### src/rtl/alu_pkg.sv
// Shared ALU definitions: operand width, operation encodings and shifter modes.
// Imported by the ALU, its shifter and the datapath decoder.
package alu_pkg;

    localparam int unsigned XLEN = 32;

    typedef enum logic [3:0] {
        AluAnd  = 4'b0000,
        AluOr   = 4'b0001,
        AluAdd  = 4'b0010,
        AluXor  = 4'b0011,
        AluSll  = 4'b0100,
        AluSrl  = 4'b0101,
        AluSub  = 4'b0110,
        AluSra  = 4'b0111,
        AluSlt  = 4'b1000,
        AluSltu = 4'b1001
    } alu_op_t;

    typedef enum logic [1:0] {
        ShSll = 2'b00,
        ShSrl = 2'b01,
        ShSra = 2'b10
    } shift_mode_t;

endpackage

### src/rtl/alu_shifter.sv
// Five-stage barrel shifter for SLL/SRL/SRA. Left shifts reuse the right-shift
// network by bit-reversing the operand on the way in and the result on the way out.
module alu_shifter
    import alu_pkg::*;
#(
    parameter int unsigned XLEN = 32
) (
    input  logic [XLEN-1:0] Data1,
    input  logic [4:0]      shamt,
    input  shift_mode_t     mode,
    output logic [XLEN-1:0] result
);

    logic            fill;
    logic [XLEN-1:0] s0, s1, s2, s3, s4, s5;

    always_comb begin
        fill = (mode == ShSra) ? Data1[XLEN-1] : 1'b0;

        s0 = Data1;
        if (mode == ShSll) begin
            for (int i = 0; i < XLEN; i++) begin
                s0[i] = Data1[XLEN-1-i];
            end
        end

        s1 = shamt[0] ? {fill, s0[XLEN-1:1]}           : s0;
        s2 = shamt[1] ? {{2{fill}}, s1[XLEN-1:2]}      : s1;
        s3 = shamt[2] ? {{4{fill}}, s2[XLEN-1:4]}      : s2;
        s4 = shamt[3] ? {{8{fill}}, s3[XLEN-1:8]}      : s3;
        s5 = shamt[4] ? {{16{fill}}, s4[XLEN-1:16]}    : s4;

        result = s5;
        if (mode == ShSll) begin
            for (int i = 0; i < XLEN; i++) begin
                result[i] = s5[XLEN-1-i];
            end
        end
    end

endmodule

### src/rtl/rv32i_alu.sv
// RV32I integer ALU: combinational result and BEQ/BNE equality flag, plus
// registered copies of both for debug/trace.
module rv32i_alu
    import alu_pkg::*;
#(
    parameter int unsigned XLEN = 32
) (
    input  logic            clk,
    input  logic            rst_n,
    input  logic [3:0]      ALU_Operation,
    input  logic [XLEN-1:0] Data1,
    input  logic [XLEN-1:0] Data2,
    output logic [XLEN-1:0] ALU_result,
    output logic            ZERO,
    output logic [XLEN-1:0] ALU_result_q,
    output logic            ZERO_q
);

    logic [XLEN-1:0] shift_result;
    shift_mode_t     shift_mode;
    logic [XLEN-1:0] alu_result_d;
    logic            zero_d;

    always_comb begin
        shift_mode = ShSrl;
        if (ALU_Operation == AluSll) begin
            shift_mode = ShSll;
        end else if (ALU_Operation == AluSra) begin
            shift_mode = ShSra;
        end
    end

    alu_shifter #(
        .XLEN(XLEN)
    ) u_shifter (
        .Data1 (Data1),
        .shamt (Data2[4:0]),
        .mode  (shift_mode),
        .result(shift_result)
    );

    always_comb begin
        ALU_result = '0;
        case (ALU_Operation)
            AluAnd:  ALU_result = Data1 & Data2;
            AluOr:   ALU_result = Data1 | Data2;
            AluAdd:  ALU_result = Data1 + Data2;
            AluSub:  ALU_result = Data1 - Data2;
            AluXor:  ALU_result = Data1 ^ Data2;
            AluSll:  ALU_result = shift_result;
            AluSrl:  ALU_result = shift_result;
            AluSra:  ALU_result = shift_result;
            AluSlt:  ALU_result = {{(XLEN-1){1'b0}}, ($signed(Data1) < $signed(Data2))};
            AluSltu: ALU_result = {{(XLEN-1){1'b0}}, (Data1 < Data2)};
            default: ALU_result = '0;
        endcase
    end

    // Equality of the operands, independent of the selected operation.
    assign ZERO = (Data1 == Data2);

    always_comb begin
        alu_result_d = ALU_result;
        zero_d       = ZERO;
    end

    always_ff @(posedge clk or negedge rst_n) begin
        if (!rst_n) begin
            ALU_result_q <= '0;
            ZERO_q       <= 1'b0;
        end else begin
            ALU_result_q <= alu_result_d;
            ZERO_q       <= zero_d;
        end
    end

endmodule

### config.mk
export PLATFORM = sky130hd
export DESIGN_NAME = rv32i_alu
export DESIGN_NICKNAME = d
export VERILOG_FILES = /design/src/rtl/alu_pkg.sv /design/src/rtl/alu_shifter.sv /design/src/rtl/rv32i_alu.sv
export SDC_FILE = /design/constraint.sdc
export NUM_CORES = 1
export LEC_CHECK = 0
export ABC_AREA = 1
export ABC_CLOCK_PERIOD_IN_PS = 11750
export CORE_MARGIN = 2
export CORE_UTILIZATION = 62
export DETAILED_ROUTE_END_ITERATION = 16
export HOLD_SLACK_MARGIN = 0.08
export PLACE_DENSITY = 0.9
export SLEW_MARGIN = 20
export SYNTH_ARGS = -nofsm -noshare
export SYNTH_HDL_FRONTEND = slang
export SYNTH_SLANG_ARGS = --single-unit
### constraint.sdc
create_clock -name clk -period 11.75 [get_ports clk]
set_input_delay 2.9375 -clock clk [delete_from_list [all_inputs] [get_ports clk]]
set_output_delay 2.9375 -clock clk [all_outputs]
set_load 0.02 [all_outputs]
==> impl_metrics.tcl <==
set metrics [dict create \
    tritoncts "built" \
    antenna_found_initial 0 \
    finalHoldViolCount 0 \
    via_per_inst 6.77 \
    seqPwrFrac 0.161 \
    async_reset_ff_frac 1.00 \
    syn_to_final_growth_pct 15.7 \
    netlist_instances 1697 \
    numClockSinks 33 \
    ys_warn_count 0 \
    place.gp.congestion 1.16 \
    drt_iter0_drc 2672 \
    comb_power_share 0.664 \
    drv_slew 0 \
    htreeDepth 2 \
    ant_nets 0 \
    core_mm2 0.0146 \
    ys_ff_latch 33 \
    drive_above_1_share 0.0231 \
    synth_top_family_by_area "simple AND/OR/NAND/NOR gates" \
    synth_edf_count 0 \
    dpl_worst_slack_ns 2.01 \
    dp_hpwl_mm 33.2 \
    clock_path_buffers 2 \
    synth_nets 1872 \
    cpMaxStageDelayCell "o21ai_0" \
    layout_commonest_cell "nand3_1" \
    synthAdderAreaFrac 0.143 \
    postCtsSetupBuffers 0 \
    synth-simple-area-share 0.472 \
    num_io_pins 136 \
    critPathBufInv 5 \
    final_util 0.736 \
    dieWidth_um 126 \
    diodes 0 \
    rsz0062_at_grt "false" \
    grt_overflow_total 0 \
    crit_path_end_kind "primary output" \
    synth_area_leaders "nand3_1, nand2_1, ha_1" \
    min_period_over_period 0.864 \
    avgSynthCellArea_um2 5.47 \
    routed_wl_mm 42.2 \
    first_global_vias 11749 \
    grt_use_total 0.504 \
    cap_violations 0 \
    power_density_mw_per_mm2 76.0 \
    rows 44 \
    die_area_mm2 0.0160 \
    synth_flop_cell "dfrtp_1" \
    ctsResizeCount 0 \
    worst_ir_drop_vdd_uv 66.4 \
    leakage_nw 5.39 \
    cts-root-buf "clkbuf_16" \
    die_y_um 126 \
    fmax_ghz 0.0985 \
    drc 0 \
    layout_min_cycle_time_ns 10.16 \
    switching_share 0.531 \
    regArea_um2 826 \
    setup_viol 0 \
    grt_pass1_wl_mm 63.2 \
    synth_compound_area_frac 0.163 \
    synth.top_cell.area_share 0.229 \
    synth_cell_types 48 \
    start_util 0.636 \
    outcome "finished, final reports clean" \
    fillers 1311 \
    postCtsHoldBufs 0 \
    crit_path_max_incr_delay_ns 0.67 \
    path_delay_family "compound AO/OA/AOI/OAI gates" \
    io_buffers 135 \
    synth_seq_area_share 0.0890 \
    num_vias 13263 \
    final.setup.worst_slack_ns 1.59 \
    worstPathArrival_ns 7.22 \
    crit_path_max_fanout 33 \
    p_int_w 0.000383 \
    worstPathCellList "clkdlybuf4s50_1 > buf_4 > inv_1 > buf_4 > ha_1 > nand2_1 > o21ai_0 > a21oi_1 > o21ai_0 > a21oi_1 > o21ai_0 > nand2_1 > a21oi_1 > nand2_1 > clkdlybuf4s50_1" \
    hp-class "input port to asynchronous set/reset pin" \
    startpoint_type "input port" \
    wl_per_cell_um 21.6 \
    synth_xor_area_frac 0.00755 \
    clockPowerShare 0.175 \
    yosysTopAreaCell "nand3_1" \
    multi_input_area_mm2 0.00729 \
    nets 1948 \
    syn_area_mm2 0.00928 \
    holdWs_ns 2.79 \
    slew_headroom 0.261 \
    clk_pin_slew_worst_paths_ns 0.07 \
    layout_common_cells "nand3_1, nand2_1, inv_1" \
    tns_ns 0 \
    grt_start_max_net_pins 51 \
    drtPass1Iterations 8 \
    critical_path_class "input port to primary output" \
    required_ns 8.81 \
    synth_mux_area_frac 0 \
    p_switching_w 0.000433 \
    tightest_slew_ns 1.11 \
    cts_buffers 5 \
]
## flip-flops by register name (all words and copies together), names as in the netlist
| signal | cells |
|---|---|
| ALU_result_q | 32 |
| ZERO_q | 1 |
## cell type report
| type | instances | share of cell area |
|---|---|---|
| clock inverters | 3 | 0.00163 |
| inverters | 207 | 0.0724 |
| flip-flops and latches | 33 | 0.0769 |
| clock buffers | 5 | 0.0117 |
| multi-input cells | 1374 | 0.679 |
| repair buffers | 152 | 0.137 |
| well taps | 184 | 0.0214 |
## logic make-up (layout without fill, tap and decap cells)
kind of cell	after synthesis	after routing
flops	33	33
buf+inv	290	367
compound gates	271	271
xor+xnor	8	8
fa+ha+maj	105	105
simple gates	990	990
## synthesized netlist by cell type (6+ instances only)
library cell,n
o21ai_0,69
o22ai_1,25
clkinv_1,6
buf_2,39
o21ai_1,8
nand2_1,387
nor3_1,19
o21bai_1,14
inv_1,197
ha_1,103
a31oi_1,6
nand4_1,12
nand3_1,424
dfrtp_1,33
xor2_1,8
nor2_1,129
clkbuf_1,28
buf_1,8
a21oi_1,123
## layer usage
layer,routed length [µm],vias to the layer above,part of all wire,track usage
met2,16900,1362,0.40,0.759
met1,14700,5737,0.35,0.649
met3,7100,316,0.17,0.128
li1,-,5848,-,-
met5,0,-,0,0
met4,3540,0,0.084,0.297
## per-stage QoR
step                      total power (W)  instance area [µm²]  std cells
after floorplan                  0.000449                 9280       1697
after global placement           0.000636                10600       1950
after detailed placement         0.000643                10600       1950
after CTS                        0.000785                10700       1958
after global routing             0.000846                10700       1958
final                            0.000816                10700       1958
## path summary, 6_finish.rpt
path,end,cells after the start,startpoint
min in group clk,ALU_result_q[31]$_DFF_PN0_,4,Data2[31]
max,ALU_result[13],15,Data2[4]
min,ALU_result_q[24]$_DFF_PN0_,1,rst_n
max in group asynchronous,ALU_result_q[9]$_DFF_PN0_,1,rst_n
## power groups by stage
stage	Combinational, W	Clock [W]	Sequential (W)
floorplan	0.000298	0	0.000151
global placement	0.000503	0	0.000133
detailed placement	0.000510	0	0.000134
CTS	0.000513	0.000140	0.000132
global route	0.000569	0.000144	0.000133
finish	0.000542	0.000143	0.000132
No activity file was read; power rests on OpenSTA's default activity.
